### src/rtl/spart_receiver.sv
// spart_receiver: receive half of the SPART. It deserialises 8N1 frames on rxd,
// holds the last good byte and flags data-available, framing error and overrun.
//
// Ports:
//   clk           system clock, rising edge
//   rst           synchronous active-high reset
//   baud_r_enable one-clk tick, OVERSAMPLE per bit period
//   data_r_enable one-clk pulse when the processor reads the buffer
//   rxd           asynchronous serial input, idles high
//   rx_data       last correctly framed byte
//   rda           receive data available
//   framing_err   sticky, last frame had a zero stop bit
//   overrun       sticky, good frame arrived while rda was still set
module spart_receiver #(
    parameter int OVERSAMPLE = 16,
    parameter int DATA_BITS  = 8
) (
    input  logic                 clk,
    input  logic                 rst,
    input  logic                 baud_r_enable,
    input  logic                 data_r_enable,
    input  logic                 rxd,
    output logic [DATA_BITS-1:0] rx_data,
    output logic                 rda,
    output logic                 framing_err,
    output logic                 overrun
);

    localparam int TW = $clog2(OVERSAMPLE);
    localparam int BW = (DATA_BITS > 1) ? $clog2(DATA_BITS) : 1;

    localparam logic [TW-1:0] HALF_M1  = TW'(OVERSAMPLE / 2 - 1);
    localparam logic [TW-1:0] FULL_M1  = TW'(OVERSAMPLE - 1);
    localparam logic [BW-1:0] LAST_BIT = BW'(DATA_BITS - 1);

    typedef enum logic [1:0] {
        IDLE,
        START,
        DATA,
        STOP
    } state_e;

    state_e               state_q, state_d;
    logic [TW-1:0]        tick_q, tick_d;
    logic [BW-1:0]        bit_q, bit_d;
    logic [DATA_BITS-1:0] shift_q, shift_d;
    logic [DATA_BITS-1:0] rx_data_q, rx_data_d;
    logic                 rda_q, rda_d;
    logic                 fe_q, fe_d;
    logic                 ov_q, ov_d;
    logic                 rxd_m_q, rxd_s_q;

    always_ff @(posedge clk) begin
        if (rst) begin
            state_q   <= IDLE;
            tick_q    <= '0;
            bit_q     <= '0;
            shift_q   <= '0;
            rx_data_q <= '0;
            rda_q     <= 1'b0;
            fe_q      <= 1'b0;
            ov_q      <= 1'b0;
            rxd_m_q   <= 1'b1;
            rxd_s_q   <= 1'b1;
        end else begin
            state_q   <= state_d;
            tick_q    <= tick_d;
            bit_q     <= bit_d;
            shift_q   <= shift_d;
            rx_data_q <= rx_data_d;
            rda_q     <= rda_d;
            fe_q      <= fe_d;
            ov_q      <= ov_d;
            rxd_m_q   <= rxd;
            rxd_s_q   <= rxd_m_q;
        end
    end

    always_comb begin
        state_d   = state_q;
        tick_d    = tick_q;
        bit_d     = bit_q;
        shift_d   = shift_q;
        rx_data_d = rx_data_q;
        // A read clears the flags; frame completion below may override.
        rda_d     = rda_q & ~data_r_enable;
        fe_d      = fe_q & ~data_r_enable;
        ov_d      = ov_q & ~data_r_enable;

        if (baud_r_enable) begin
            unique case (state_q)
                IDLE: begin
                    if (!rxd_s_q) begin
                        state_d = START;
                        tick_d  = '0;
                    end
                end
                START: begin
                    if (tick_q == HALF_M1) begin
                        tick_d = '0;
                        bit_d  = '0;
                        // Line back high at mid start bit: false start.
                        state_d = rxd_s_q ? IDLE : DATA;
                    end else begin
                        tick_d = tick_q + 1'b1;
                    end
                end
                DATA: begin
                    if (tick_q == FULL_M1) begin
                        tick_d  = '0;
                        // LSB first: new bit enters the MSB.
                        shift_d = DATA_BITS'({rxd_s_q, shift_q} >> 1);
                        if (bit_q == LAST_BIT) begin
                            state_d = STOP;
                        end else begin
                            bit_d = bit_q + 1'b1;
                        end
                    end else begin
                        tick_d = tick_q + 1'b1;
                    end
                end
                STOP: begin
                    if (tick_q == FULL_M1) begin
                        tick_d  = '0;
                        state_d = IDLE;
                        if (rxd_s_q) begin
                            rx_data_d = shift_q;
                            rda_d     = 1'b1;
                            if (rda_q && !data_r_enable) begin
                                ov_d = 1'b1;
                            end
                        end else begin
                            fe_d = 1'b1;
                        end
                    end else begin
                        tick_d = tick_q + 1'b1;
                    end
                end
                default: begin
                    state_d = IDLE;
                end
            endcase
        end
    end

    assign rx_data     = rx_data_q;
    assign rda         = rda_q;
    assign framing_err = fe_q;
    assign overrun     = ov_q;

endmodule

### config.mk
export PLATFORM = sky130hd
export DESIGN_NAME = spart_receiver
export DESIGN_NICKNAME = d
export VERILOG_FILES = /design/src/rtl/spart_receiver.sv
export SDC_FILE = /design/constraint.sdc
export NUM_CORES = 1
export LEC_CHECK = 0
export ABC_AREA = 1
export CAP_MARGIN = 0
export CORE_ASPECT_RATIO = 1.4
export CORE_MARGIN = 3
export CORE_UTILIZATION = 35
export CTS_CLUSTER_SIZE = 8
export DETAILED_ROUTE_END_ITERATION = 12
export REMOVE_ABC_BUFFERS = 1
export SETUP_SLACK_MARGIN = 0.5
export SLEW_MARGIN = 20
export SYNTH_ARGS = -nofsm -noshare
export SYNTH_HDL_FRONTEND = slang
export SYNTH_SLANG_ARGS = --single-unit
### constraint.sdc
create_clock -name clk -period 3.7 [get_ports clk]
set_input_delay 0.74 -clock clk [delete_from_list [all_inputs] [get_ports clk]]
set_output_delay 0.74 -clock clk [all_outputs]
set_load 0.005 [all_outputs]
==> qor.csv, run 1 <==
metric,value,unit
status,completed,
start_util,0.370,
grt.total_usage,0.137,
path_clk_slew,0.06,ns
drt-vias-per-instance,4.88,
die_w,56.8,um
pre_cts_ws,1.50,ns
syn_avg_cell_area,7.61,um2
maxCapViolCount,0,
dieArea,4370,um2
max_slew_margin,0.589,
synth_xor_xnor_area_share,0,
synth_warnings,0,
numClockSinks,30,
numCtsBuffers,5,
synth-seq-cells,30,
rsz0062_at_grt,false,
dr.pass1.iters,4,
layout.nets,194,
end_kind,register,
synth_top_area_frac,0.476,
r2r_setup_slack,2.20,ns
drive_above_1_share,0.102,
wl_per_cell,11.6,um
layout_min_cycle_time,1.91,ns
antennaDiodeCount,0,
critical_path.max_fanout,25,
place_congestion,0.781,
insertion_delay,0.27,ns
timing.rr.end,rx_data[7]$_SDFFE_PP0P_,
routed_wl,2.63,mm
hold_path_end,rxd_s_q$_SDFF_PP1_,
synth_compound_area_frac,0.138,
powerDensity,404,nW/um2
grt_pass1_vias,1101,
hold_depth,1,
p_total,0.624,mW
grt_max_degree,26,
finalSetupTns,0,ns
cts_root_buf,clkbuf_8,
finalSetupViolCount,0,
synth_common_cells,"nor2_1 (41), dfxtp_1 (30), nand2_1 (22)",
max_clock_freq,523,MHz
synthFlopType,dfxtp_1,
antenna_found_initial,0,
leakagePower,0.628,nW
synth_edf_count,0,
post-cts-setup-buffers,0,
htreeDepth,2,
synth_mux_area_frac,0,
ctsHoldBuffers,0,
synth-async-reset-ratio,0,
hpwl,1.90,mm
drc,0,
cts_resized,0,
cts_tree,built,
clockBufferDepth,2,
tightest_slew,0.615,ns
grt_first_pass_wirelength,4.76,mm
grt_remaining_overflow,0,
yosysMostFrequentCell,nor2_1,
synth_adder_area_share,0.0297,
setup_ws,1.79,ns
worstHoldStart,rxd_m_q$_SDFF_PP1_,
worstPathArrival,2.12,ns
ff2ff_path_depth,6,
fin_skew,0.00544,ns
rows,25,
core_area,3410,um2
vias,1107,
ant_nets,0,
synthCells,166,
crit_required,3.91,ns
synthTopCellsByArea,"dfxtp_1 (48%), nor2_1 (12%), o21ai_0 (7.1%)",
syn_area,1260,um2
synth_simple_gate_area_frac,0.308,
seq_area_frac_synth,0.476,
timing.final.hold_violations,0,
fin_util,0.454,
critPathKind,in2reg,
port_buffers,15,
ir_worst_vdd,0.000252,V
drt_iter0_markers,36,
finalMaxSlewViolations,0,
syn2layout_area_growth,22.5,%
r2r-start,tick_q[0]$_SDFFE_PP0P_,
synth_cell_type_count,22,
die_h,77.1,um
io_pins,16,
synth_top_family_by_area,simple AND/OR/NAND/NOR gates,
start_kind,primary input,
finalCritPeriodShare,0.517,
hold_class,reg2reg,
yosysTopAreaCell,dfxtp_1,
-- worst max-delay path: stages --
cell and delay (ns):
clkdlybuf4s50_1 0.50, inv_1 0.50, o21ai_0 0.22, a21oi_1 0.15
-- how the worst max path moves through the flow --
stage / depth (start not counted) / start / endpoint / slack [ns]
final: 4 / rst / tick_q[2]$_SDFFE_PP0P_ / 1.79
after global routing: 4 / rst / shift_q[2]$_SDFFE_PP0P_ / 1.63
after CTS: 4 / rst / tick_q[2]$_SDFFE_PP0P_ / 1.78
after detailed placement: 4 / rst / rx_data[7]$_SDFFE_PP0P_ / 1.50
after global placement: 6 / baud_r_enable / shift_q[3]$_SDFFE_PP0P_ / 1.55
after floorplan: 5 / baud_r_enable / shift_q[0]$_SDFFE_PP0P_ / 2.31
-- cells by family (layout without fill, tap and decap cells) --
kind of cell               after synthesis  in the layout
and+or+nand+nor                         86             86
adders and majority gates                3              3
buffers and inverters                   15             36
AOI/OAI and AO/OA                       32             32
DFF                                     30             30
-- metal layers --
metal  vias to the layer above  routed length, um  track usage
met5                         -                  0            0
met4                         0                 31       0.0557
met3                         5                112       0.0404
met2                        17               1400        0.247
met1                       501               1090        0.144
li1                        584                  -            -
-- final cells by class --
| class | count | area (um2) |
|---|---|---|
| clock buffer | 7 | 86.3 |
| fill | 357 | 1860 |
| tap | 40 | 50.0 |
| multi-input combinational | 121 | 601 |
| timing repair buffer | 15 | 150 |
| clock inverter | 1 | 5.00 |
| sequential | 30 | 601 |
| inverter | 13 | 53.8 |
-- per-stage QoR --
| stage | cells | cell area [um2] | hold slack, ns |
|---|---|---|---|
| floorplan | 164 | 1250 | 0.389 |
| global placement | 219 | 1460 | 0.401 |
| detailed placement | 219 | 1460 | 0.402 |
| CTS | 227 | 1550 | 0.416 |
| global route | 227 | 1550 | 0.461 |
| finish | 227 | 1550 | 0.414 |
-- state kept, by name, summed over array words and instances (netlist names), 3 cells and up, named ones only --
register,flops
shift_q,8
tick_q,4
bit_q,3
rx_data,8
-- placed cells by master (no fill, tap or decap) --
cell              n
nor2_1           41
dfxtp_1          30
nand2_1          22
o21ai_0          18
clkdlybuf4s50_1  15
inv_1            11
a21oi_1          11
nand3_1           9
clkbuf_8          6
nand4_1           4
ha_1              3
nor2_2            2
a21oi_2           2
or2_2             2
nor2_4            1
inv_2             1
nand3_2           1
nand3_4           1
clkinv_4          1
nand3b_1          1
o21bai_2          1
nor3_1            1
or2_0             1
clkinv_2          1
clkbuf_1          1
-- power breakdown --
part           leakage [nW]  total, mW  switching, mW  internal, mW
combinational         0.338     0.0315         0.0196        0.0119
clock                0.0482      0.264          0.114         0.150
sequential            0.242      0.329        0.00258         0.326
(Power assumes the default switching activity.)
==> run 2, diff against run 1 <==
==> constraint.sdc (replaced) <==
create_clock -name clk -period 1.62 [get_ports clk]
set_input_delay 0.324 -clock clk [delete_from_list [all_inputs] [get_ports clk]]
set_output_delay 0.324 -clock clk [all_outputs]
set_load 0.005 [all_outputs]
==> run 2 against run 1 <==
  * Die area stayed put
  * Routed wire length is 21% higher
  * Clock skew increased by 0.0022 ns
  * First-iteration DRC count down 42%
  * Utilization increased by 11 points
  * Sequential power up 130%
  * Register-to-register slack worse by 2.0 ns
  * Critical path type is now reg2reg
  * Largest cell class is now multi-input combinational cells
==> qor.csv, run 2 (synthesis results as in run 1) <==
metric,value,unit,change
status,completed,,
cts_root_buf,clkbuf_8,,
hold_depth,1,,unchanged
worstPathArrival,1.60,ns,-0.52 ns
syn2layout_area_growth,51.2,%,
final_common_cell,nor2_1,,
finalCritPeriodShare,0.855,,
timing.final.hold_violations,0,,unchanged
leakagePower,0.818,nW,+30%
holdWs,0.400,ns,-0.0141 ns
start_kind,register,,
layout_min_cycle_time,1.38,ns,
cp_slowest_stage_delay,0.36,ns,-0.14 ns
grt_pass1_vias,1205,,+9.4%
fin_skew,0.00763,ns,+0.00219 ns
cts_tree,built,,
drc,0,,unchanged
end_kind,register,,
vias,1242,,+12%
critical_path.max_fanout,5,,-80%
final_cell_mix,"nor2_1 (29), nand2_1 (18), dfxtp_2 (15)",,
drt-vias-per-instance,4.99,,+2.3%
antennaDiodeCount,0,,unchanged
clockBufferDepth,2,,unchanged
grt_max_degree,26,,unchanged
critPathKind,reg2reg,,
hpwl,1.91,mm,+0.50%
r2r-start,tick_q[1]$_SDFFE_PP0P_,,
insertion_delay,0.28,ns,about the same
max_clock_freq,722,MHz,
maxCapViolCount,0,,unchanged
port_buffers,15,,unchanged
numClockSinks,30,,unchanged
core_area,3410,um2,unchanged
drive_above_1_share,0.474,,+0.372
ff2ff_path_depth,7,,+1
grt.total_usage,0.158,,+0.0211
htreeDepth,2,,unchanged
max_slew_margin,0.806,,+0.217
grt_first_pass_wirelength,5.35,mm,+12%
hold_path_end,rxd_s_q$_SDFF_PP1_,,
stdcell_area,1910,um2,+23%
worstHoldStart,rxd_m_q$_SDFF_PP1_,,
path_clk_slew,0.07,ns,about the same
place_congestion,0.777,,-0.50%
wl_per_cell,12.8,um,+11%
powerDensity,773,nW/um2,+92%
hold_class,reg2reg,,
rows,25,,unchanged
drt_iter0_markers,21,,-42%
cp_cell_sequence,ha_4 > nand4_1 > nor2_4 > buf_4 > buf_6 > o21ai_0 > nor2_1,,
io_pins,16,,unchanged
dpl-instance-area,1490,um2,+2.4%
grt_remaining_overflow,0,,unchanged
cp_num_buf_inv,2,,unchanged
cp_top_family,simple AND/OR/NAND/NOR gates,,
rsz0062_at_grt,true,,
timing.rr.end,shift_q[6]$_SDFFE_PP0P_,,
fin_util,0.560,,+0.106
numCtsBuffers,5,,unchanged
layout.nets,216,,+11%
r2r_setup_slack,0.24,ns,-1.96 ns
dieArea,4370,um2,unchanged
crit_required,1.84,ns,-2.07 ns
die_w,56.8,um,unchanged
die_h,77.1,um,unchanged
ant_nets,0,,unchanged
routed_wl,3.19,mm,+21%
finalSetupViolCount,0,,unchanged
finalMaxSlewViolations,0,,unchanged
critical_path.slowest_cell,dfxtp_4,,
tightest_slew,0.290,ns,-0.325 ns
ir_worst_vdd,0.000707,V,+180%
dr.pass1.iters,4,,unchanged
start_util,0.370,,unchanged
antenna_found_initial,0,,unchanged
==> run 2: changes by cell type in the layout (fill, tap and decap cells not counted), sizes merged <==
cell           before  now
clkdlybuf4s50      15    3
dlygate4sd2         0    1
clkinvlp            0    1
clkinv              2    3
buf                 0   30
nand3              11   12
==> run 2: how the worst max path moves through the flow <==
stage                                 startpoint                 endpoint  slack, ns  cells past startpoint
after detailed placement           baud_r_enable  shift_q[0]$_SDFFE_PP0P_      -0.02                      6
after global routing       bit_q[1]$_SDFFE_PP0P_    bit_q[1]$_SDFFE_PP0P_       0.14                      7
after floorplan            bit_q[0]$_SDFFE_PP0P_    bit_q[0]$_SDFFE_PP0P_       0.28                      7
after global placement             baud_r_enable  shift_q[6]$_SDFFE_PP0P_       0.02                      6
after CTS                  bit_q[0]$_SDFFE_PP0P_    bit_q[0]$_SDFFE_PP0P_       0.21                      7
final                     tick_q[1]$_SDFFE_PP0P_  shift_q[6]$_SDFFE_PP0P_       0.24                      7
==> run 2: power breakdown <==
| part | switching (mW) | internal [mW] |
|---|---|---|
| registers | 0.00830 | 0.740 |
| clock network | 0.290 | 0.341 |
| logic | 0.0558 | 0.0412 |
| total | 0.354 | 1.12 |
==> run 2: per-stage QoR <==
step / power [mW] / worst slack (ns) / cells / setup TNS (ns)
global route: 1.54 / 0.144 / 249 / 0
finish: 1.48 / 0.235 / 249 / 0
CTS: 1.48 / 0.207 / 242 / 0
detailed placement: 0.849 / -0.0178 / 222 / -0.0708
global placement: 0.847 / 0.0195 / 222 / 0
floorplan: 0.813 / 0.280 / 164 / 0
==> run 2: final cells by class <==
cell class	instances	area, um2
clock buffers	6	82.6
multi-input cells	122	779
flip-flops and latches	30	631
well taps	40	50.0
repair buffers	35	284
inverters	13	61.3
fillers	329	1500
clock inverters	2	12.5
repair inverters	1	8.76
==> run 2: timing repair <==
item | in CTS | in global routing
setup endpoints to repair | 38 | 29
hold buffers | 0 | 0
setup buffers | 10 | 7
pin swaps | 14 | 18
gates cloned | 2 | 0
resized for setup | 95 | 29
==> run 2: worst register-to-register path, stage by stage, from the launching register on <==
cell and delay (ns):
dfxtp_4 0.36, ha_4 0.17, nand4_1 0.18, nor2_4 0.23, buf_4 0.16, buf_6 0.08, o21ai_0 0.06, nor2_1 0.08
==> run 2: layer usage <==
layer	wire length, um	GRT usage	vias up
met5	0	0	-
met4	54	0.0719	0
li1	-	-	632
met2	1780	0.287	16
met3	95	0.0505	7
met1	1260	0.159	587
